--- src/rtl/exc_ctrl_pkg.sv ---
// Shared definitions for the exception controller: ExcCode values, the
// exception vector, FSM state encoding and the per-stage record layout.
package exc_ctrl_pkg;

    localparam int PC_W   = 32;
    localparam int CODE_W = 5;

    localparam logic [CODE_W-1:0] EXC_INT  = 5'd0;
    localparam logic [CODE_W-1:0] EXC_ADEL = 5'd4;
    localparam logic [CODE_W-1:0] EXC_ADES = 5'd5;
    localparam logic [CODE_W-1:0] EXC_SYS  = 5'd8;
    localparam logic [CODE_W-1:0] EXC_BP   = 5'd9;
    localparam logic [CODE_W-1:0] EXC_RI   = 5'd10;
    localparam logic [CODE_W-1:0] EXC_OV   = 5'd12;

    localparam logic [PC_W-1:0] EXC_VECTOR = 32'hBFC00380;

    typedef enum logic {
        ST_RUN   = 1'b0,
        ST_FLUSH = 1'b1
    } exc_state_t;

    typedef struct packed {
        logic              valid;
        logic              exc;
        logic [CODE_W-1:0] code;
        logic [PC_W-1:0]   pc;
        logic              bd;
        logic [PC_W-1:0]   badvaddr;
        logic              eret;
    } exc_rec_t;

    // EPC points at the branch when the faulting instruction sits in a delay slot
    function automatic logic [PC_W-1:0] epc_of(input exc_rec_t r);
        return r.bd ? (r.pc - 32'd4) : r.pc;
    endfunction

endpackage

--- src/rtl/exc_stage_rec.sv ---
// One pipeline-stage exception record. Holds on stall, clears on flush.
// qm is the registered record with this stage's own fault flags merged in;
// an already-recorded exception is never overwritten (oldest fault wins).
module exc_stage_rec
    import exc_ctrl_pkg::*;
(
    input  logic              clk,
    input  logic              rstn,
    input  logic              stall,
    input  logic              flush,
    input  exc_rec_t          d,
    input  logic              flg_exc,
    input  logic [CODE_W-1:0] flg_code,
    input  logic              flg_badv_en,
    input  logic [PC_W-1:0]   flg_badv,
    input  logic              flg_eret,
    output exc_rec_t          qm
);

    logic              vld_q;
    logic              exc_q;
    logic              eret_q;
    logic [CODE_W-1:0] code_q;
    logic [PC_W-1:0]   pc_q;
    logic              bd_q;
    logic [PC_W-1:0]   badv_q;

    // Control bits: reset and flush clear, stall holds
    always_ff @(posedge clk or negedge rstn) begin
        if (!rstn) begin
            vld_q  <= 1'b0;
            exc_q  <= 1'b0;
            eret_q <= 1'b0;
        end else if (flush) begin
            vld_q  <= 1'b0;
            exc_q  <= 1'b0;
            eret_q <= 1'b0;
        end else if (!stall) begin
            vld_q  <= d.valid;
            exc_q  <= d.exc;
            eret_q <= d.eret;
        end
    end

    // Payload bits: only meaningful while vld_q is set, so no reset
    always_ff @(posedge clk) begin
        if (!stall) begin
            code_q <= d.code;
            pc_q   <= d.pc;
            bd_q   <= d.bd;
            badv_q <= d.badvaddr;
        end
    end

    // Merge this stage's flags unless an older fault is already recorded
    always_comb begin
        qm          = '0;
        qm.valid    = vld_q;
        qm.exc      = exc_q;
        qm.code     = code_q;
        qm.pc       = pc_q;
        qm.bd       = bd_q;
        qm.badvaddr = badv_q;
        qm.eret     = eret_q;
        if (vld_q && !exc_q && flg_exc) begin
            qm.exc  = 1'b1;
            qm.code = flg_code;
            if (flg_badv_en) begin
                qm.badvaddr = flg_badv;
            end
        end
        if (vld_q && flg_eret) begin
            qm.eret = 1'b1;
        end
    end

endmodule

--- src/rtl/exc_ctrl.sv ---
// Exception controller: tracks faults through ID/EX/MEM, commits the oldest
// one (or an eret) from MEM, then spends one FLUSH cycle clearing the pipe.
// Optional macro EXC_CTRL_INT_EN enables the external interrupt path; when
// undefined the interupt input is ignored and code Int is never produced.
// The eret commit pulse is the port ret (return is a reserved word).
module exc_ctrl
    import exc_ctrl_pkg::*;
(
    input  logic              clk,
    input  logic              rstn,
    input  logic              stall,
    input  logic              if_valid,
    input  logic [PC_W-1:0]   if_pc,
    input  logic              if_bd,
    input  logic              id_ri,
    input  logic              id_sys,
    input  logic              id_bp,
    input  logic              id_eret,
    input  logic              ex_ov,
    input  logic              mem_adel,
    input  logic              mem_ades,
    input  logic [PC_W-1:0]   mem_badvaddr,
    input  logic              interupt,
    input  logic              CP0_STATUS_EXL,
    input  logic [PC_W-1:0]   return_addr,
    output logic              execption,
    output logic              ret,
    output logic [CODE_W-1:0] CP0_CAUSE_ExcCode,
    output logic [PC_W-1:0]   CP0_EPC,
    output logic              CP0_STATUS_BD,
    output logic [PC_W-1:0]   CP0_BadVaddr,
    output logic              mem_kill,
    output logic              flush,
    output logic              redirect_valid,
    output logic [PC_W-1:0]   redirect_pc
);

    exc_state_t        state;
    exc_rec_t          d_p0;
    exc_rec_t          rec_p0;
    exc_rec_t          rec_p1;
    exc_rec_t          rec_p2;
    logic              id_exc;
    logic [CODE_W-1:0] id_code;
    logic              mem_exc;
    logic [CODE_W-1:0] mem_code;
    logic              int_take;
    logic              is_exc;
    logic              commit;
    logic              clr;

    // Fetch-side record and per-stage flag priority encoding
    always_comb begin
        d_p0          = '0;
        d_p0.valid    = if_valid;
        d_p0.exc      = if_valid && (if_pc[1:0] != 2'b00);
        d_p0.code     = EXC_ADEL;
        d_p0.pc       = if_pc;
        d_p0.bd       = if_bd;
        d_p0.badvaddr = if_pc;
        id_exc        = id_ri | id_sys | id_bp;
        id_code       = id_ri ? EXC_RI : (id_sys ? EXC_SYS : EXC_BP);
        mem_exc       = mem_adel | mem_ades;
        mem_code      = mem_adel ? EXC_ADEL : EXC_ADES;
    end

    assign clr = (state == ST_FLUSH);

    // ID stage
    exc_stage_rec u_rec_p0 (
        .clk(clk), .rstn(rstn), .stall(stall), .flush(clr), .d(d_p0),
        .flg_exc(id_exc), .flg_code(id_code), .flg_badv_en(1'b0),
        .flg_badv('0), .flg_eret(id_eret), .qm(rec_p0)
    );

    // EX stage
    exc_stage_rec u_rec_p1 (
        .clk(clk), .rstn(rstn), .stall(stall), .flush(clr), .d(rec_p0),
        .flg_exc(ex_ov), .flg_code(EXC_OV), .flg_badv_en(1'b0),
        .flg_badv('0), .flg_eret(1'b0), .qm(rec_p1)
    );

    // MEM stage
    exc_stage_rec u_rec_p2 (
        .clk(clk), .rstn(rstn), .stall(stall), .flush(clr), .d(rec_p1),
        .flg_exc(mem_exc), .flg_code(mem_code), .flg_badv_en(1'b1),
        .flg_badv(mem_badvaddr), .flg_eret(1'b0), .qm(rec_p2)
    );

`ifdef EXC_CTRL_INT_EN
    assign int_take = rec_p2.valid && !CP0_STATUS_EXL && interupt;
`else
    logic unused_int;
    assign unused_int = interupt ^ CP0_STATUS_EXL;
    assign int_take   = 1'b0;
`endif

    assign is_exc   = rec_p2.exc || int_take;
    assign commit   = (state == ST_RUN) && rec_p2.valid && (is_exc || rec_p2.eret) && !stall;
    assign mem_kill = commit;

    // Commit FSM with registered one-cycle pulses and payload
    always_ff @(posedge clk or negedge rstn) begin
        if (!rstn) begin
            state             <= ST_RUN;
            execption         <= 1'b0;
            ret               <= 1'b0;
            CP0_CAUSE_ExcCode <= '0;
            CP0_EPC           <= '0;
            CP0_STATUS_BD     <= 1'b0;
            CP0_BadVaddr      <= '0;
            flush             <= 1'b0;
            redirect_valid    <= 1'b0;
            redirect_pc       <= '0;
        end else begin
            execption         <= 1'b0;
            ret               <= 1'b0;
            CP0_CAUSE_ExcCode <= '0;
            CP0_EPC           <= '0;
            CP0_STATUS_BD     <= 1'b0;
            CP0_BadVaddr      <= '0;
            flush             <= 1'b0;
            redirect_valid    <= 1'b0;
            redirect_pc       <= '0;
            case (state)
                ST_RUN: begin
                    if (commit) begin
                        state          <= ST_FLUSH;
                        flush          <= 1'b1;
                        redirect_valid <= 1'b1;
                        if (is_exc) begin
                            execption         <= 1'b1;
                            CP0_CAUSE_ExcCode <= int_take ? EXC_INT : rec_p2.code;
                            CP0_EPC           <= epc_of(rec_p2);
                            CP0_STATUS_BD     <= rec_p2.bd;
                            CP0_BadVaddr      <= rec_p2.badvaddr;
                            redirect_pc       <= EXC_VECTOR;
                        end else begin
                            ret         <= 1'b1;
                            redirect_pc <= return_addr;
                        end
                    end
                end
                ST_FLUSH: state <= ST_RUN;
                default:  state <= ST_RUN;
            endcase
        end
    end

endmodule
--- config.mk ---
export PLATFORM = sky130hd
export DESIGN_NAME = exc_ctrl
export DESIGN_NICKNAME = d
export VERILOG_FILES = /design/src/rtl/exc_ctrl_pkg.sv /design/src/rtl/exc_stage_rec.sv /design/src/rtl/exc_ctrl.sv
export SDC_FILE = /design/constraint.sdc
export NUM_CORES = 1
export LEC_CHECK = 0
export ABC_AREA = 1
export CORE_ASPECT_RATIO = 2
export CORE_UTILIZATION = 59
export CTS_CLUSTER_SIZE = 10
export DETAILED_ROUTE_END_ITERATION = 6
export PLACE_DENSITY = 0.88
export SLEW_MARGIN = 20
export SYNTH_ARGS = -nofsm -noshare
export SYNTH_HDL_FRONTEND = slang
export SYNTH_HIERARCHICAL = 1
export SYNTH_SLANG_ARGS = --single-unit
export TNS_END_PERCENT = 100
--- constraint.sdc ---
create_clock -name clk -period 4.5 [get_ports clk]
set_input_delay 0.9 -clock clk [delete_from_list [all_inputs] [get_ports clk]]
set_output_delay 0.9 -clock clk [all_outputs]
set_load 0.05 [all_outputs]
==> impl_metrics.ini, run 1 <==
[global_routing]
grt_pass1_wl_um = 50710
grt_util_met1_pct = 28.61
overflow = 0
grt_max_degree = 74
grt_use_total_pct = 26.63
grt.busiest_layer = met2
grt_pass1_vias = 10020
grt_util_met3_pct = 3.342
antenna_found_initial = 0
grt.met2_usage_pct = 51.45

[floorplan]
start_util_pct = 59.82
io_pins = 217
num_rows = 79
dieArea_um2 = 24200
die_h_um = 219.0
fp.dieW_um = 110.5
core_um2 = 23230

[final_layout]
nFillCells = 1538
design_area_um2 = 17450
n_antenna_cell = 0
syn_to_final_growth_pct = 25.61
finalNetCount = 1855
drive_gt1_share_pct = 5.367

[timing]
min_period_ps = 3391
rsz0062_at_grt = no
tightest_slew_ps = 941.0
finalHoldViolCount = 0
fmax_mhz = 294.9
slew_headroom_pct = 37.27
finalSetupViolations = 0
drv_slew = 0
period_share_pct = 75.35
fin_skew_ps = 13.94
holdWs_ps = 412.5
finalSetupTns_ps = 0

[route]
vias_per_cell = 5.062
drtAntennaViolNets = 0
first_pass_iters = 6
first_iter_violations = 686
wirelength_um = 32040
num_vias = 10390
drc = 0
wl_per_cell_um = 15.61

[logic_synthesis]
ys_seq_elements = 324
post-synth-top-count-cell = nand2_1
yosysSeqAreaShare_pct = 65.92
yosysTopAreaCell = edfxtp_1
ys.flop_type = edfxtp_1
ys_async_sr_fraction_pct = 35.19
synthDistinctLibCells = 30
synth_edf_count = 210
synth_top_area_share_pct = 45.38
postSynthAreaPerCell_um2 = 9.510
synthCells = 1461
synth_area_leaders = edfxtp_1 (45%), dfrtp_1 (21%), nand2_1 (20%)
ys_warn_count = 6
netlist_top_cells_count = nand2_1 (739), edfxtp_1 (210), nor2_1 (164), dfrtp_1 (114), inv_1 (57)
synth_area_um2 = 13890

[clock_tree]
root_buffer = clkbuf_16
cts_tree = built
insertion_delay_ps = 520
clkSinkCount = 324
post_cts_resized = 0
post_cts_buffers = 0
clock_path_buffers = 3
htree_levels = 2
cts_made_buffers = 38
clkTransAtPathRegs_ps = 60
cts_hold_buf = 0

[place]
placed_cell_area_um2 = 16370
numPortBuffers = 214
place.gp.congestion = 0.8832
hpwl_um = 22380

[pwr]
ir_worst_vdd_uv = 559.9
p_leak_nw = 7.895
powerDensity_nw_per_um2 = 521.1

[setup_path]
crit_type = in -> out
start_kind = primary input
cp.required_ps = 3600
cp_max_fo = 14
endpoint_kind = output port
crit_arrival_ps = 2490

[min_path]
hold_class = reg -> reg

[status]
status = completed

[run]
cap_violations = 0
-- critical path, cell delays in order --
cell and delay (ps):
clkdlybuf4s50_1 430, or2_2 310, nand2_2 120, nand2_2 70
or2_4 260, nand4_4 150, inv_1 100, buf_12 160
-- state kept, by name, indices dropped and copies added (netlist names), 5 cells and up --
| name | cells |
|---|---|
| CP0_EPC | 32 |
| CP0_CAUSE_ExcCode | 5 |
| u_rec_p1/badv_q | 32 |
| u_rec_p1/code_q | 5 |
| u_rec_p2/badv_q | 32 |
| u_rec_p2/pc_q | 32 |
| redirect_pc | 32 |
| u_rec_p0/badv_q | 32 |
| u_rec_p0/code_q | 5 |
| u_rec_p1/pc_q | 32 |
| u_rec_p2/code_q | 5 |
| u_rec_p0/pc_q | 32 |
| CP0_BadVaddr | 32 |
-- worst paths after layout --
check	slack, ps	end	start	cells after the start
setup / recovery	1110	mem_kill	mem_adel	8
hold / removal	410	u_rec_p1/pc_q[27]$_DFFE_PN_	u_rec_p0/pc_q[27]$_DFFE_PN_	0
setup reg to reg	2000	CP0_EPC[2]$_DFF_PN0_	u_rec_p2/vld_q$_DFFE_PN0P_	8
hold reg to reg	410	u_rec_p1/pc_q[27]$_DFFE_PN_	u_rec_p0/pc_q[27]$_DFFE_PN_	0
max in group asynchronous	3120	u_rec_p1/exc_q$_DFFE_PN0P_	rstn	2
min in group asynchronous	450	CP0_EPC[15]$_DFF_PN0_	rstn	1
-- power breakdown --
| group | internal, W | total (W) | switching (W) |
|---|---|---|---|
| clock | 0.00161 | 0.00270 | 0.00109 |
| sequential | 0.00368 | 0.00390 | 0.000222 |
| combinational | 0.000763 | 0.00249 | 0.00173 |
| total | 0.00605 | 0.00910 | 0.00305 |
-- through the flow --
| stage | total power, W | util [%] | cells | setup slack, ps |
|---|---|---|---|---|
| finish | 0.009095 | 75.14 | 2053 | 1109 |
| global route | 0.009505 | 75.14 | 2053 | 1049 |
| CTS | 0.009115 | 75.14 | 2053 | 1107 |
| detailed placement | 0.006404 | 70.46 | 1987 | 981.8 |
| global placement | 0.006312 | 70.46 | 1987 | 1068 |
| floorplan | 0.005712 | - | 1546 | 1253 |
-- logic make-up (layout without fill, tap and decap cells) --
| kind of cell | Yosys count | in the layout | synth area share (%) |
|---|---|---|---|
| compound gates | 40 | 40 | 1.495 |
| xor+xnor | 3 | 3 | 0.1891 |
| fa+ha+maj | 1 | 1 | 0.09004 |
| buf+inv | 125 | 349 | 4.655 |
| flops | 324 | 324 | 65.92 |
| other cells | 2 | 87 | 0.05405 |
| simple gates | 966 | 966 | 27.60 |
-- layout make-up --
class	instances	area, µm²	share of cell area, %
flip-flops and latches	324	9159	52.48
well taps	283	354.1	2.029
clock buffers	64	1070	6.129
inverters	60	225.2	1.290
multi-input cells	1097	4410	25.27
clock inverters	2	17.52	0.1004
repair buffers	223	2217	12.70
-- placed cells by master (no fill, tap or decap) --
cell / count
clkbuf_16: 39
clkinv_4: 1
or2_2: 1
o21ai_1: 11
o21bai_1: 1
edfxtp_1: 210
nor2_2: 3
inv_2: 6
buf_4: 10
inv_1: 54
nand2_4: 2
nor2_4: 7
nor2_1: 164
inv_6: 1
nand3_1: 19
nand4_1: 7
xor2_1: 3
nand2_2: 19
clkdlybuf4s50_1: 212
nand4_4: 1
o21ai_0: 10
clkbuf_1: 25
nand2_1: 738
o21a_1: 2
dfrtp_1: 114
conb_1: 87
nand3_2: 3
buf_12: 1
a21oi_1: 16
ha_1: 1
nor3b_1: 1
or2_4: 1
-- routing by layer --
metal,share of wire (%),vias to the layer above
met5,0,-
met2,56,404
met4,4.1,0
met3,5.0,72
li1,-,5070
met1,35,4846
Power figures use the tool's default switching activity.
==> run 2, diff against run 1 <==
--- a/config.mk
+++ b/config.mk
@@ -7,10 +7,10 @@
 export LEC_CHECK = 0
 export ABC_AREA = 1
 export CORE_ASPECT_RATIO = 2
-export CORE_UTILIZATION = 59
+export CORE_UTILIZATION = 50
 export CTS_CLUSTER_SIZE = 10
 export DETAILED_ROUTE_END_ITERATION = 6
-export PLACE_DENSITY = 0.88
+export PLACE_DENSITY = 0.8
 export SLEW_MARGIN = 20
 export SYNTH_ARGS = -nofsm -noshare
 export SYNTH_HDL_FRONTEND = slang
==> constraint.sdc (replaced) <==
create_clock -name clk -period 2.9 [get_ports clk]
set_input_delay 0.58 -clock clk [delete_from_list [all_inputs] [get_ports clk]]
set_output_delay 0.58 -clock clk [all_outputs]
set_load 0.05 [all_outputs]
==> impl_metrics.ini, run 2 (synthesis results as in run 1) <==
[timing]
fin_skew_ps = 20.79
finalSetupTns_ps = 0
holdWs_ps = 74.57
finalSetupViolations = 0
period_share_pct = 91.40
slew_headroom_pct = 49.92
tightest_slew_ps = 750.4
rsz0062_at_grt = no
setup_ws_ps = 249.3
min_period_ps = 2651
finalHoldViolCount = 0
fmax_mhz = 377.3
drv_slew = 0

[final_layout]
regArea_um2 = 9159
drive_gt1_share_pct = 6.173
syn_to_final_growth_pct = 27.49
design_area_um2 = 17710
finalNetCount = 1869
nFillCells = 2135
multiInputGateArea_um2 = 4410
layout_common_cells = nand2_1 (738), clkdlybuf4s50_1 (212), edfxtp_1 (210)
fin_cells = 2135
final_common_cell = nand2_1

[pwr]
p_sw_w = 0.004704
powerDensity_nw_per_um2 = 798.2
clkPwrFrac_pct = 29.8
p_leak_nw = 7.989
power_frac_comb_pct = 27.5
sw_frac_of_total_pct = 33.27
pwr-share-seq_pct = 42.7
p_int_w = 0.009436
ir_worst_vdd_uv = 548.9

[setup_path]
slowest_stage = clkdlybuf4s50_1
critPathBufInv = 3
crit_arrival_ps = 2070
endpoint = mem_kill
reg2reg_from = u_rec_p2/vld_q$_DFFE_PN0P_
endpoint_kind = output port
rr_worst_depth = 8
path_cells = clkdlybuf4s50_1 -> or2_2 -> nand2_2 -> nand2_2 -> or2_4 -> nand4_4 -> inv_1 -> buf_12
cp_common_cell = nand2_2
cp_max_fo = 4
start_kind = primary input
worstSetupStartpoint = mem_adel
crit_type = in -> out
cp.required_ps = 2320
cpPeakStageDelay_ps = 410
reg2reg_to = CP0_EPC[12]$_DFF_PN0_
rrSetupSlack_ps = 1020
path_depth = 8
cp_top_family = simple AND/OR/NAND/NOR gates

[route]
wirelength_um = 30670
drtAntennaViolNets = 0
drc = 1
first_iter_violations = 663
vias_per_cell = 4.729
num_vias = 10100
wl_per_cell_um = 14.36
first_pass_iters = 7

[floorplan]
dieArea_um2 = 28500
start_util_pct = 50.64
fp.dieW_um = 119.9
io_pins = 217
num_rows = 86
core_um2 = 27440
die_h_um = 237.8

[place]
placedCellCount = 2070
numPortBuffers = 214
placed_cell_area_um2 = 16620
hpwl_um = 22000
dp_slack_ps = 250.5
place.gp.congestion = 0.8717

[run]
cap_violations = 0

[clock_tree]
cts_hold_buf = 0
clkSinkCount = 324
post_cts_resized = 0
clock_path_buffers = 3
cts_made_buffers = 38
insertion_delay_ps = 530
htree_levels = 2
post_cts_buffers = 0
clkTransAtPathRegs_ps = 60
cts_tree = built
root_buffer = clkbuf_16

[global_routing]
overflow = 0
grt_pass1_vias = 9712
antenna_found_initial = 1
grt_pass1_wl_um = 48830
grt_use_total_pct = 22.12
grt_max_degree = 74

[min_path]
hold_class = in -> async

[status]
status = complete, but fails checks
violations = design-rule violations
[run 2: per-stage QoR]
stage          utilization [%]  power (W)
4_1_cts                  64.55    0.01423
3_5_place_dp             60.57   0.009992
5_1_grt                  64.56    0.01485
3_3_place_gp             60.57   0.009895
2_1_floorplan                -   0.008863
6_report                 64.56    0.01414
[run 2: worst min path at each step]
stage | end | slack, ps
2_1_floorplan | CP0_BadVaddr[0]$_DFF_PN0_ | 280
3_3_place_gp | u_rec_p2/pc_q[21]$_DFFE_PN_ | 400
3_5_place_dp | u_rec_p1/pc_q[10]$_DFFE_PN_ | 400
4_1_cts | CP0_EPC[1]$_DFF_PN0_ | 110
5_1_grt | u_rec_p2/vld_q$_DFFE_PN0P_ | 150
6_report | u_rec_p2/vld_q$_DFFE_PN0P_ | 70
[run 2: layout make-up]
class,instances,area share [%]
inverters,60,1.271
clock buffers,61,5.975
diodes,1,0.01413
flip-flops and latches,324,51.70
repair buffers,237,13.46
well taps,352,2.486
multi-input cells,1097,24.90
clock inverters,3,0.1907
[run 2: per-layer routing]
layer  vias to the layer above  wire [µm]  GRT usage (%)
met3                        67       1296          2.591
met2                       300      17020          41.95
met5                         -          0              0
li1                       5099          -              -
met4                         0       1236          10.95
met1                      4631      11110          23.75
[run 2: worst reg2reg max path, cell delays in order, from the launching register on]
cell     delay (ps)
dfrtp_1         480
nand2_2         120
nand2_2         100
or2_4           130
nand4_4         100
nor2_4          350
buf_4           280
o21ai_1         100
a21oi_1         130
[run 2: power groups by stage]
stage / combinational [W] / sequential, W / clock, W
final: 0.00389 / 0.00603 / 0.00422
after global routing: 0.00426 / 0.00610 / 0.00450
after CTS: 0.00388 / 0.00604 / 0.00431
after detailed placement: 0.00387 / 0.00613 / 0
after global placement: 0.00380 / 0.00609 / 0
after floorplan: 0.00197 / 0.00690 / 0
==> run 3, diff against run 2 <==
--- a/config.mk
+++ b/config.mk
@@ -10,8 +10,8 @@
 export CORE_UTILIZATION = 50
 export CTS_CLUSTER_SIZE = 10
 export DETAILED_ROUTE_END_ITERATION = 6
+export HOLD_SLACK_MARGIN = 0.15
 export PLACE_DENSITY = 0.8
-export SLEW_MARGIN = 20
 export SYNTH_ARGS = -nofsm -noshare
 export SYNTH_HDL_FRONTEND = slang
 export SYNTH_HIERARCHICAL = 1
==> impl_metrics.ini, run 3 (synthesis results as in run 1) <==
[clock_tree]
htree_levels = 2
cts_made_buffers = 38
clkSinkCount = 324
insertion_delay_ps = 530
clkTransAtPathRegs_ps = 50
cts_tree = built
root_buffer = clkbuf_16
clock_path_buffers = 3

[pwr]
p_leak_nw = 7.993
sw_frac_of_total_pct = 33.27
pwr-share-seq_pct = 42.7
p_total_w = 0.01414
clkPwrFrac_pct = 29.8
powerDensity_nw_per_um2 = 797.9
p_sw_w = 0.004705
p_int_w = 0.009437
ir_worst_vdd_uv = 548.7
power_frac_comb_pct = 27.5

[timing]
slew_headroom_pct = 49.61
drv_slew = 0
min_period_ps = 2651
finalSetupViolations = 0
rsz0062_at_grt = no
period_share_pct = 91.40
finalHoldViolCount = 0
fmax_mhz = 377.3
fin_skew_ps = 21.18
tightest_slew_ps = 754.9
finalSetupTns_ps = 0

[setup_path]
cp.required_ps = 2320
cpPeakStageDelay_ps = 410
critPathBufInv = 3
crit_arrival_ps = 2070
cp_max_fo = 4
cp_common_cell = nand2_2
start_kind = primary input
path_cells = clkdlybuf4s50_1 -> or2_2 -> nand2_2 -> nand2_2 -> or2_4 -> nand4_4 -> inv_1 -> buf_12
cp_top_family = simple AND/OR/NAND/NOR gates
endpoint_kind = output port
crit_type = in -> out
slowest_stage = clkdlybuf4s50_1

[route]
vias_per_cell = 4.729
num_vias = 10100
drc = 1
first_iter_violations = 704
drtAntennaViolNets = 0
wl_per_cell_um = 14.36
first_pass_iters = 7
wirelength_um = 30680

[final_layout]
regArea_um2 = 9159
layout_common_cells = nand2_1 (738), clkdlybuf4s50_1 (212), edfxtp_1 (210)
syn_to_final_growth_pct = 27.56
finalNetCount = 1870
final_common_cell = nand2_1
fin_cells = 2136
nFillCells = 2134
drive_gt1_share_pct = 6.169
multiInputGateArea_um2 = 4410

[place]
placedCellCount = 2070
place.gp.congestion = 0.8717
numPortBuffers = 214
hpwl_um = 22000

[floorplan]
start_util_pct = 50.64
core_um2 = 27440
die_h_um = 237.8
io_pins = 217
num_rows = 86
dieArea_um2 = 28500
fp.dieW_um = 119.9

[global_routing]
antenna_found_initial = 1
grt_max_degree = 74
grt_pass1_wl_um = 48870
grt_pass1_vias = 9721
overflow = 0
grt_use_total_pct = 22.13

[min_path]
hold_class = reg -> reg

[status]
status = complete, but fails checks
violations = design-rule violations

[run]
cap_violations = 0
## run 3: cell count changes in the layout (fill, tap and decap cells not counted)
| cell | before | now |
|---|---|---|
| dlygate4sd3_1 | 0 | 1 |
## run 3: through the flow
stage	cell area [µm²]	hold WS [ps]	worst slack, ps	utilization, %
after floorplan	14210	284.4	293.3	-
after global placement	16620	400.9	261.5	60.57
after detailed placement	16620	404.5	250.5	60.57
after CTS	17720	410.4	249.3	64.59
after global routing	17720	408.4	178.7	64.60
final	17720	405.2	249.3	64.60
## run 3: what timing repair did
item / CTS / global route
endpoints found under the hold margin: 48 / 0
gates resized for setup: 0 / 0
endpoints found under the setup margin: 0 / 0
hold buffers: 1 / 0
setup buffers: 0 / 0
## run 3: final cells by class
| type | count | area share, % |
|---|---|---|
| inverters | 60 | 1.271 |
| clock buffers | 61 | 5.972 |
| repair buffers | 238 | 13.51 |
| flip-flops and latches | 324 | 51.67 |
| multi-input cells | 1097 | 24.88 |
| diodes | 1 | 0.01412 |
| well taps | 352 | 2.485 |
| clock inverters | 3 | 0.1906 |
## run 3: per-layer routing
metal / part of all wire [%] / vias to the layer above / GRT usage [%]
met3: 4.0 / 63 / 2.591
met5: 0 / - / 0
met1: 36 / 4653 / 23.77
met4: 4.0 / 0 / 10.95
met2: 56 / 286 / 41.99
li1: - / 5100 / -
## run 3: worst paths after layout
kind / startpoint / slack [ps] / cells past startpoint / end
worst min-delay path: u_rec_p1/pc_q[1]$_DFFE_PN_ / 410 / 0 / u_rec_p2/pc_q[1]$_DFFE_PN_
worst max register to register: u_rec_p2/vld_q$_DFFE_PN0P_ / 1010 / 8 / CP0_EPC[12]$_DFF_PN0_
worst max-delay path: mem_adel / 250 / 8 / mem_kill
worst min register to register: u_rec_p1/pc_q[1]$_DFFE_PN_ / 410 / 0 / u_rec_p2/pc_q[1]$_DFFE_PN_
min in group asynchronous: rstn / 610 / 2 / u_rec_p2/vld_q$_DFFE_PN0P_
max in group asynchronous: rstn / 1540 / 3 / CP0_EPC[22]$_DFF_PN0_
## run 3: power by group through the flow
stage	Sequential [W]	Clock, W	Combinational [W]
5_1_grt	0.00610	0.00450	0.00426
2_1_floorplan	0.00690	0	0.00197
4_1_cts	0.00604	0.00431	0.00388
3_5_place_dp	0.00613	0	0.00387
3_3_place_gp	0.00609	0	0.00380
6_report	0.00603	0.00422	0.00389
